## src/rtl/triplet_loader_ctrl_pkg.sv

```systemverilog
`default_nettype none
// ---------------------------------------------------------------------------
// Module : triplet_loader_ctrl_pkg
// Brief  : Shared state encoding and default widths for triplet_loader_ctrl.
// Rev    : 1.0  initial release
// ---------------------------------------------------------------------------
package triplet_loader_ctrl_pkg;

  localparam int DEFAULT_W = 2;
  localparam int STATE_W   = 3;

  typedef enum logic [STATE_W-1:0] {
    LOAD_A  = 3'd0,
    LOAD_B  = 3'd1,
    LOAD_C  = 3'd2,
    PRESENT = 3'd3,
    RESULT  = 3'd4
  } state_t;

endpackage
`default_nettype wire

```

## src/rtl/triplet_loader_ctrl_sat_counter.sv

```systemverilog
`default_nettype none
// ---------------------------------------------------------------------------
// Module : sat_counter
// Brief  : Up-counter that sticks at all-ones; synchronous clear wins over
//          increment.
// Rev    : 1.0  initial release
// ---------------------------------------------------------------------------
module sat_counter #(
  parameter int CNT_W = 8
) (
  input  logic             clk,
  input  logic             rst_n,
  input  logic             inc,
  input  logic             clr,
  output logic [CNT_W-1:0] count
);

  // Count register: clear has priority, increment stops at the maximum value.
  always_ff @(posedge clk or negedge rst_n) begin
    if (!rst_n) begin
      count <= '0;
    end else if (clr) begin
      count <= '0;
    end else if (inc && (count != {CNT_W{1'b1}})) begin
      count <= count + 1'b1;
    end
  end

endmodule
`default_nettype wire

```

## src/rtl/triplet_loader_ctrl.sv

```systemverilog
`default_nettype none
// ---------------------------------------------------------------------------
// Module : triplet_loader_ctrl
// Brief  : Collects three symbols into a/b/c, presents them to the external
//          comparator for one cycle, holds the result for a downstream
//          handshake, and keeps saturating triplet/match statistics.
// Rev    : 1.0  initial release
// ---------------------------------------------------------------------------
module triplet_loader_ctrl
  import triplet_loader_ctrl_pkg::*;
#(
  parameter int W     = DEFAULT_W,
  parameter int CNT_W = 8
) (
  input  logic             clk,
  input  logic             rst_n,
  input  logic             sym_valid,
  input  logic [W-1:0]     sym_data,
  output logic             sym_ready,
  output logic [W-1:0]     a,
  output logic [W-1:0]     b,
  output logic [W-1:0]     c,
  input  logic             cmp_result,
  output logic             out_valid,
  output logic             out_match,
  input  logic             out_ready,
  input  logic             clr,
  output logic [CNT_W-1:0] triplet_count,
  output logic [CNT_W-1:0] match_count
);

  state_t state;
  state_t state_next;
  logic   xfer;
  logic   inc_trip;
  logic   inc_match;

  assign xfer      = sym_valid && sym_ready;
  assign inc_trip  = (state == PRESENT);
  assign inc_match = (state == PRESENT) && cmp_result;

  // State register.
  always_ff @(posedge clk or negedge rst_n) begin
    if (!rst_n) begin
      state <= LOAD_A;
    end else begin
      state <= state_next;
    end
  end

  // Next-state and handshake decode; stray encodings fall back to LOAD_A.
  always_comb begin
    state_next = state;
    sym_ready  = 1'b0;
    out_valid  = 1'b0;
    case (state)
      LOAD_A: begin
        sym_ready = 1'b1;
        if (sym_valid) state_next = LOAD_B;
      end
      LOAD_B: begin
        sym_ready = 1'b1;
        if (sym_valid) state_next = LOAD_C;
      end
      LOAD_C: begin
        sym_ready = 1'b1;
        if (sym_valid) state_next = PRESENT;
      end
      PRESENT: begin
        state_next = RESULT;
      end
      RESULT: begin
        out_valid = 1'b1;
        if (out_ready) state_next = LOAD_A;
      end
      default: begin
        state_next = LOAD_A;
      end
    endcase
  end

  // Symbol registers and captured comparator result; each holds until rewritten.
  always_ff @(posedge clk or negedge rst_n) begin
    if (!rst_n) begin
      a         <= '0;
      b         <= '0;
      c         <= '0;
      out_match <= 1'b0;
    end else begin
      if (xfer && (state == LOAD_A)) a <= sym_data;
      if (xfer && (state == LOAD_B)) b <= sym_data;
      if (xfer && (state == LOAD_C)) c <= sym_data;
      if (state == PRESENT) out_match <= cmp_result;
    end
  end

  sat_counter #(.CNT_W(CNT_W)) u_trip_cnt (
    .clk   (clk),
    .rst_n (rst_n),
    .inc   (inc_trip),
    .clr   (clr),
    .count (triplet_count)
  );

  sat_counter #(.CNT_W(CNT_W)) u_match_cnt (
    .clk   (clk),
    .rst_n (rst_n),
    .inc   (inc_match),
    .clr   (clr),
    .count (match_count)
  );

endmodule
`default_nettype wire

```

## config.mk

```make
export PLATFORM = sky130hd
export DESIGN_NAME = triplet_loader_ctrl
export DESIGN_NICKNAME = d
export VERILOG_FILES = /design/src/rtl/triplet_loader_ctrl_pkg.sv /design/src/rtl/triplet_loader_ctrl_sat_counter.sv /design/src/rtl/triplet_loader_ctrl.sv
export SDC_FILE = /design/constraint.sdc
export NUM_CORES = 1
export LEC_CHECK = 0
export CORE_ASPECT_RATIO = 0.5
export CORE_MARGIN = 2
export CORE_UTILIZATION = 48
export DETAILED_ROUTE_END_ITERATION = 7
export HOLD_SLACK_MARGIN = 0.08
export PLACE_DENSITY = 0.84
export RECOVER_POWER = 25
export SETUP_SLACK_MARGIN = 0.3
export SLEW_MARGIN = 20
export SYNTH_ARGS = -nofsm -noshare
export SYNTH_HDL_FRONTEND = slang
export SYNTH_SLANG_ARGS = --single-unit
```

## constraint.sdc

```tcl
create_clock -name clk -period 2.5 [get_ports clk]
set_clock_uncertainty 0.15 [all_clocks]
set_input_delay 0.375 -clock clk [delete_from_list [all_inputs] [get_ports clk]]
set_output_delay 0.375 -clock clk [all_outputs]
set_load 0.02 [all_outputs]
```

==> results.json, run 1 <==
{
  "final-setup-viol-count": 0,
  "num_vias": 1029,
  "crit_type": "reg -> out",
  "r2r_cells": 5,
  "clockBufferDepth": 2,
  "clock-sinks": 26,
  "wl_per_cell_um": 12.72,
  "grt_pass1_vias": 856,
  "cts_buffers": 3,
  "crit_end": "sym_ready",
  "port_buffers": 32,
  "cp_num_buf_inv": 1,
  "layout.nets": 165,
  "required_ns": 1.98,
  "cts_max_level": 1,
  "die_x_um": 77.46,
  "dp_hpwl_um": 1766,
  "power_frac_comb_pct": 36.9,
  "fmax_mhz": 482.5,
  "cp_num_cells": 2,
  "diodes": 0,
  "final_cell_area_mm2": 0.001668,
  "rows": 13,
  "dieArea_mm2": 0.003155,
  "max_stage_delay_ns": 0.61,
  "ir_drop_mv": 0.5968,
  "r2r-end": "u_match_cnt.count[5]",
  "cts.clk_slew.worst_paths_ns": 0.07,
  "top_level_ports": 33,
  "syn_area_per_cell_um2": 10.61,
  "final_max_slew_viol_count": 0,
  "drtAntennaViolNets": 0,
  "ff2ff_setup_slack_ns": 0.48,
  "track_usage_pct": 16.86,
  "seq_power_share_pct": 46.0,
  "grt_pass1_wl_um": 3953,
  "cpMaxStageDelayCell": "clkdlybuf4s50_1",
  "totalWireLength_um": 2416,
  "place_area_mm2": 0.001632,
  "crit_path_start": "state[0]",
  "syn_area_mm2": 0.001295,
  "cp_top_family": "buffers and inverters",
  "end_kind": "output port",
  "crit_chain": "a21oi_1 -> clkdlybuf4s50_1",
  "p_leak_nw": 0.7100,
  "layout_min_cycle_time_ns": 2.073,
  "synth_seq_cells": 26,
  "synthCells": 122,
  "synth_nets": 132,
  "regToRegStartpoint": "u_match_cnt.count[0]",
  "p_per_area_mw_per_mm2": 783.8,
  "yosysWarningCount": 0,
  "grt_max_degree": 27,
  "cts-root-buf": "clkbuf_8",
  "firstDrtPassIters": 4,
  "start_util_pct": 50.07,
  "post_cts_buffers": 0,
  "p_clk_share_pct": 17.1,
  "fin_crit_sh_pct": 82.90,
  "crit_arrival_ns": 1.55,
  "tns_ns": 0,
  "swShare_pct": 33.34,
  "syn_to_final_growth_pct": 28.79,
  "cap_violations": 0,
  "crit_path_start_kind": "register",
  "drtIter0Drc": 35,
  "hold_violations": 0,
  "layout-drive-gt1-share_pct": 8.497,
  "status": "completed",
  "vias_per_cell": 5.416,
  "maxSlewHeadroom_pct": 8.889,
  "min_path_type": "reg -> reg",
  "worst_slew_pin_slew_ns": 1.367,
  "antenna_found_initial": 0,
  "clock_latency_ns": 0.26,
  "drc": 0,
  "worst-path-max-fanout": 10,
  "gp_congestion": 0.7972,
  "grt_setup_unrepaired": "false",
  "die_y_um": 40.73,
  "core_mm2": 0.002586,
  "power.switching_mw": 0.4358,
  "ys_seq_area_share_pct": 50.24,
  "synth.distinct_cells": 37,
  "overflow": 0,
  "cts_tree": "done",
  "internal-power_mw": 0.8715
}
## synth_stat cells (all sizes together)
cell type	instances	area, um^2
a211oi	2	15.01
a21bo	1	10.01
a21o	2	15.01
a21oi	9	45.04
and3	2	12.51
and3b	1	8.760
and4	1	11.26
buf	4	33.78
clkbuf	1	3.750
dfrtp	26	650.6
ha	2	25.02
inv	2	7.510
mux2	7	78.83
mux2i	3	30.03
nand2	8	30.03
nand2b	2	12.51
nand3	5	25.02
nand3b	3	22.52
nand4	1	6.260
nand4b	1	23.77
nor2	12	45.04
nor2b	2	12.51
nor3	3	15.01
nor3b	1	7.510
nor4	1	6.260
o211ai	1	7.510
o21ai	5	25.02
o31ai	3	22.52
o41ai	1	8.760
or2b	1	7.510
or3	2	12.51
or4	3	22.52
xnor2	1	8.760
xor2	3	26.28
## how the worst min path moves through the flow
stage,start,endpoint,slack [ns],cells after the start
6_report,b[0],b[0],0.35,1
5_1_grt,b[0],b[0],0.37,1
3_5_place_dp,out_match,out_match,0.34,2
4_1_cts,rst_n,u_trip_cnt.count[4],0.32,2
2_1_floorplan,rst_n,a[0],-0.07,0
3_3_place_gp,out_match,out_match,0.33,2
## layer usage
metal	part of all wire (%)	wire, um	vias up	track usage [%]
li1	-	-	506	-
met1	48	1149	489	21.13
met2	46	1114	30	29.78
met3	5.1	123	4	4.846
met4	1.2	28	0	5.357
met5	0	0	-	0
## sequential cells by signal (all words and copies together), names as in the netlist
signal and flops:
u_match_cnt.count 8, state 3, out_match 1, a 2, u_trip_cnt.count 8, b 2
c 2
## metrics by stage
stage / power [mW] / instances / utilization [%] / hold WS (ns) / setup WS (ns)
after detailed placement: 1.098 / 187 / 63.09 / 0.3360 / 0.3143
after CTS: 1.327 / 190 / 64.63 / 0.3230 / 0.4086
after global routing: 1.384 / 190 / 64.49 / 0.3700 / 0.2517
after global placement: 1.091 / 187 / 63.09 / 0.3265 / 0.3871
after floorplan: 0.9074 / 122 / - / -0.07059 / 0.5022
final: 1.307 / 190 / 64.49 / 0.3544 / 0.4274
## final cells by class
class,instances,area (um^2)
Clock buffer,3,41.29
Fill cell,205,918.4
Inverter,2,7.507
Multi-Input combinational cell,89,599.3
Sequential cell,26,650.6
Tap cell,37,46.29
Timing Repair Buffer,33,322.8
## cells in the final DEF (no fill, tap or decap), drive strengths merged, types with 4 or more instances in the layout
cell type / Yosys / routed
mux2: 7 / 7
clkbuf: 1 / 4
nand3: 5 / 5
nand2: 8 / 8
clkdlybuf4s50: 0 / 30
a21oi: 9 / 9
dfrtp: 26 / 26
nor2: 12 / 12
o21ai: 5 / 5
## power by group through the flow
stage / sequential (mW) / clock, mW / combinational [mW]
6_report: 0.601 / 0.224 / 0.483
2_1_floorplan: 0.646 / 0 / 0.261
3_5_place_dp: 0.607 / 0 / 0.491
3_3_place_gp: 0.604 / 0 / 0.486
5_1_grt: 0.616 / 0.249 / 0.519
4_1_cts: 0.601 / 0.235 / 0.491
## what timing repair did
| item | 4_1_cts | 5_1_grt |
|---|---|---|
| gates resized for setup | 1 | 0 |
| setup endpoints to repair | 1 | 0 |
| hold buffers | 0 | 0 |
## cell families (layout without fill, tap and decap cells)
family / Yosys count / after routing / synth area share (%)
simple gates: 49 / 49 / 21.74
flops: 26 / 26 / 50.24
compound gates: 24 / 24 / 11.50
mux: 10 / 10 / 8.406
buf+inv: 7 / 38 / 3.478
xor+xnor: 4 / 4 / 2.706
fa+ha+maj: 2 / 2 / 1.932
No activity file was read; power rests on OpenSTA's default activity.
==> run 2, diff against run 1 <==
==> constraint.sdc (replaced) <==
create_clock -name clk -period 2.15 [get_ports clk]
set_clock_uncertainty 0.15 [all_clocks]
set_input_delay 0.3225 -clock clk [delete_from_list [all_inputs] [get_ports clk]]
set_output_delay 0.3225 -clock clk [all_outputs]
set_load 0.02 [all_outputs]
==> run 2 against run 1 <==
Core utilization increased by 4.0 points. Register-to-register slack lost 0.14 ns. Critical path depth decreased by 1. Critical path type unchanged. Total power rose by 21%.
==> results.json, run 2 (synthesized netlist as in run 1, its figures left out) <==
{
  "status": "completed",
  "clock_latency_ns": 0.27,
  "crit_path_start_kind": "register",
  "fill_cells": 202,
  "cpMaxStageDelayCell": "clkdlybuf4s50_1",
  "wl_per_cell_um": 14.74,
  "die_x_um": 77.46,
  "grt_pass1_vias": 893,
  "totalWireLength_um": 2904,
  "p_per_area_mw_per_mm2": 895.4,
  "end_kind": "output port",
  "max_stage_delay_ns": 0.63,
  "cts-root-buf": "clkbuf_8",
  "drc": 0,
  "start_util_pct": 50.07,
  "ir_drop_mv": 0.4789,
  "min_path_type": "reg -> reg",
  "antenna_found_initial": 0,
  "layout-drive-gt1-share_pct": 19.38,
  "dieArea_mm2": 0.003155,
  "reg_top3": "u_match_cnt.count (8), u_trip_cnt.count (8), state (3)",
  "core_mm2": 0.002586,
  "cts.clk_slew.worst_paths_ns": 0.09,
  "port_buffers": 32,
  "fmax_mhz": 551.6,
  "overflow": 0,
  "cp_num_buf_inv": 1,
  "crit_type": "reg -> out",
  "grt_setup_unrepaired": "true",
  "num_vias": 1074,
  "finalPower_mw": 1.586,
  "clockBufferDepth": 2,
  "drtAntennaViolNets": 0,
  "grt_max_degree": 27,
  "fin_crit_sh_pct": 84.32,
  "firstDrtPassIters": 4,
  "cts_hold_repair.buffers": 0,
  "cts_tree": "done",
  "dp_hpwl_um": 1937,
  "p_leak_nw": 0.8370,
  "worst-path-max-fanout": 4,
  "tns_ns": 0,
  "layout.nets": 171,
  "clock-sinks": 26,
  "die_y_um": 40.73,
  "worst_slew_pin_slew_ns": 0.4893,
  "gp_congestion": 0.7518,
  "final-setup-viol-count": 0,
  "top_level_ports": 33,
  "cts_buffers": 3,
  "syn_to_final_growth_pct": 36.81,
  "cp_top_family": "buffers and inverters",
  "diodes": 0,
  "cts_max_level": 1,
  "required_ns": 1.68,
  "vias_per_cell": 5.452,
  "crit_chain": "clkdlybuf4s50_1",
  "holdWs_ns": 0.3482,
  "layout_min_cycle_time_ns": 1.813,
  "track_usage_pct": 18.16,
  "maxSlewHeadroom_pct": 67.18,
  "cap_violations": 0,
  "crit_arrival_ns": 1.34,
  "final_max_slew_viol_count": 0,
  "grt_pass1_wl_um": 4222,
  "hold_violations": 0,
  "drtIter0Drc": 76,
  "dp.cells": 192,
  "final_cell_mix": "23 x dfrtp_1, 23 x clkdlybuf4s50_1, 12 x nor2_1",
  "fin_cells": 197,
  "rows": 13
}
-- run 2: cell count changes in the layout (fill, tap and decap cells not counted), moves of 3 or more --
cell             before  now
dfrtp_1              26   23
dlymetal6s2s_1        0    5
clkdlybuf4s50_1      30   23
buf_4                 0    7
dfrtp_2               0    3
-- run 2: worst register-to-register path: stages, from the launching register on --
cell and delay (ns):
dfrtp_2 0.45, ha_4 0.19, and3_4 0.15, a21o_4 0.22, or4_4 0.48, a21oi_2 0.12
-- run 2: metal layers --
metal	up-vias	wire length [um]	GRT usage, %	part of all wire, %
met1	524	1385	23.73	48
met3	4	135	4.626	4.6
met4	0	25	5.357	0.86
met2	29	1358	31.30	47
li1	517	-	-	-
met5	-	0	0	0
-- run 2: final timing paths --
| check | cells past startpoint | slack, ns | endpoint | start |
|---|---|---|---|---|
| min | 2 | 0.35 | out_match | out_match |
| min in group asynchronous | 2 | 0.36 | u_match_cnt.count[2] | rst_n |
| min reg2reg | 2 | 0.35 | out_match | out_match |
| max in group asynchronous | 2 | 1.21 | u_match_cnt.count[0] | rst_n |
| max reg2reg | 5 | 0.34 | u_match_cnt.count[5] | u_match_cnt.count[1] |
| max | 1 | 0.34 | triplet_count[3] | u_trip_cnt.count[3] |
-- run 2: timing repair --
action | 4_1_cts | 5_1_grt
resized for setup | 3 | 13
setup endpoints to repair | 3 | 11
setup buffers | 0 | 1
-- run 2: per-stage QoR --
step	setup slack (ns)	instance area (um^2)	util [%]
2_1_floorplan	0.2923	1315	-
3_3_place_gp	0.1639	1689	65.31
3_5_place_dp	0.1215	1689	65.31
4_1_cts	0.2842	1730	66.91
5_1_grt	0.2480	1772	68.51
6_report	0.3370	1772	68.51
-- run 2: final cells by class --
cell class                 count  area [um^2]  share of cell area, %
clock buffer                   4        45.04                  2.542
inverter                       2        7.507                 0.4237
sequential                    26        654.4                  36.94
timing repair buffer          39        377.9                  21.33
multi-input combinational     89        640.6                  36.16
tap                           37        46.29                  2.613
-- run 2: power breakdown --
part	internal, mW	switching [mW]
Combinational	0.322	0.309
Clock	0.133	0.147
Sequential	0.592	0.0843
Total	1.05	0.540
==> run 3, diff against run 2 <==
--- a/config.mk
+++ b/config.mk
@@ -7,10 +7,10 @@
 export LEC_CHECK = 0
 export CORE_ASPECT_RATIO = 0.5
 export CORE_MARGIN = 2
-export CORE_UTILIZATION = 48
+export CORE_UTILIZATION = 43
 export DETAILED_ROUTE_END_ITERATION = 7
 export HOLD_SLACK_MARGIN = 0.08
-export PLACE_DENSITY = 0.84
+export PLACE_DENSITY = 0.79
 export RECOVER_POWER = 25
 export SETUP_SLACK_MARGIN = 0.3
 export SLEW_MARGIN = 20
==> constraint.sdc (replaced) <==
create_clock -name clk -period 1.5 [get_ports clk]
set_clock_uncertainty 0.15 [all_clocks]
set_input_delay 0.225 -clock clk [delete_from_list [all_inputs] [get_ports clk]]
set_output_delay 0.225 -clock clk [all_outputs]
set_load 0.02 [all_outputs]
==> run 3 against run 2 <==
The flow now finishes with violations (negative setup slack). Non-clock buffer count rose by 55. Highest routed layer unchanged. Die area grew 11%. Design area increased by 43%. Sequential share of layout area shrank 11 points. Core utilization rose by 17 points. Setup slack lost 0.64 ns. Register-to-register slack got worse by 0.64 ns. Hold slack better by 0.021 ns. Sequential cell count stayed put.
==> results.json, run 3 (synthesized netlist as in run 1, its figures left out) <==
{
  "final_cell_mix": "47 x buf_6, 39 x buf_4, 15 x dfrtp_1",
  "fin_cells": 255,
  "grt_pass1_wl_um": 7024,
  "firstDrtPassIters": 4,
  "track_usage_pct": 27.31,
  "end_kind": "register",
  "final-setup-viol-count": 23,
  "layout.nets": 226,
  "clockBufferDepth": 2,
  "maxSlewHeadroom_pct": 54.24,
  "top_level_ports": 33,
  "wl_per_cell_um": 19.35,
  "port_buffers": 32,
  "fin_crit_sh_pct": 120.4,
  "start_util_pct": 44.01,
  "min_path_type": "in -> async",
  "required_ns": 1.57,
  "final_cell_area_mm2": 0.002526,
  "hold_violations": 0,
  "cts.clk_slew.worst_paths_ns": 0.10,
  "dieArea_mm2": 0.003493,
  "fin_ws_ns": -0.3059,
  "fmax_mhz": 553.7,
  "regToRegStartpoint": "u_match_cnt.count[0]",
  "reg_top3": "u_match_cnt.count (8), u_trip_cnt.count (8), state (3)",
  "crit_arrival_ns": 1.88,
  "diodes": 0,
  "antenna_found_initial": 0,
  "grt_max_degree": 27,
  "syn_to_final_growth_pct": 95.07,
  "r2r-end": "u_match_cnt.count[5]",
  "clock-sinks": 26,
  "ir_drop_mv": 1.081,
  "layout_min_cycle_time_ns": 1.806,
  "worst_slew_pin_slew_ns": 0.6863,
  "post-place-ws_ns": -0.3316,
  "grt_setup_unrepaired": "true",
  "clock_latency_ns": 0.29,
  "worst-path-max-fanout": 2,
  "drtAntennaViolNets": 0,
  "die_x_um": 81.61,
  "final_max_slew_viol_count": 0,
  "fill_cells": 139,
  "rows": 14,
  "cts_buffers": 3,
  "holdWs_ns": 0.3693,
  "die_y_um": 42.81,
  "drtIter0Drc": 26,
  "crit_type": "reg -> reg",
  "num_vias": 1383,
  "core_mm2": 0.002943,
  "gp_congestion": 0.7673,
  "dp_hpwl_um": 2414,
  "r2r_cells": 5,
  "place_area_mm2": 0.002011,
  "tns_ns": -3.209,
  "finalPower_mw": 3.496,
  "crit_path_start_kind": "register",
  "ff2ff_setup_slack_ns": -0.31,
  "dp.cells": 219,
  "cts_tree": "done",
  "grt_pass1_vias": 1452,
  "violations": "negative setup slack",
  "layout-drive-gt1-share_pct": 67.44,
  "cts-root-buf": "clkbuf_8",
  "totalWireLength_um": 4933,
  "p_per_area_mw_per_mm2": 1384,
  "cts_max_level": 1,
  "final_common_cell": "buf_6",
  "drc": 0,
  "vias_per_cell": 5.424,
  "p_leak_nw": 1.159,
  "fin_util_pct": 85.84,
  "status": "complete, but fails checks",
  "cap_violations": 0,
  "overflow": 0
}
[run 3: changes by cell type in the layout (fill, tap and decap cells not counted), moves of 4 or more]
cell / delta
dfrtp_1: -8
mux2_4: +6
dfrtp_2: +8
buf_4: +32
mux2_2: -6
buf_6: +47
a21oi_1: -4
dlymetal6s2s_1: -5
clkdlybuf4s50_1: -17
[run 3: worst max-delay path by stage]
stage                               from                   end
finish              u_match_cnt.count[0]  u_match_cnt.count[5]
global route        u_match_cnt.count[0]  u_match_cnt.count[5]
CTS                 u_match_cnt.count[1]  u_match_cnt.count[5]
detailed placement            cmp_result  u_match_cnt.count[7]
global placement              cmp_result  u_match_cnt.count[5]
floorplan           u_match_cnt.count[0]  u_match_cnt.count[5]
[run 3: critical path, cell delays in order (launching register included)]
cell	delay [ns]
dfrtp_2	0.44
ha_4	0.17
and3_4	0.15
a21o_1	0.18
or4_4	0.50
a21oi_2	0.16
[run 3: layout make-up]
type	count	area, um^2	area share, %
Multi-Input combinational cell	89	835.8	33.09
Tap cell	40	50.05	1.981
Timing Repair Buffer	94	897.1	35.51
Clock buffer	3	41.29	1.634
Clock inverter	1	30.03	1.189
Sequential cell	26	664.4	26.30
Inverter	2	7.507	0.2972
[run 3: power by group]
part,leakage [nW],internal (mW),switching (mW)
registers,0.328,0.853,0.188
logic,0.795,1.11,0.737
clock network,0.0357,0.358,0.252
[run 3: timing repair]
item	in CTS	in global routing
hold buffers	0	0
endpoints found under the setup margin	51	51
gates cloned	0	0
pin swaps	13	11
gates resized for setup	171	24
setup buffers	21	11
[run 3: layer usage]
metal	vias up	share of wire (%)	global-route usage [%]	wire (um)
met2	44	52	50.82	2546
met1	705	43	30.99	2102
met5	-	0	0	0
met4	0	1.7	9.000	85
met3	11	4.0	6.170	199
li1	623	-	-	-
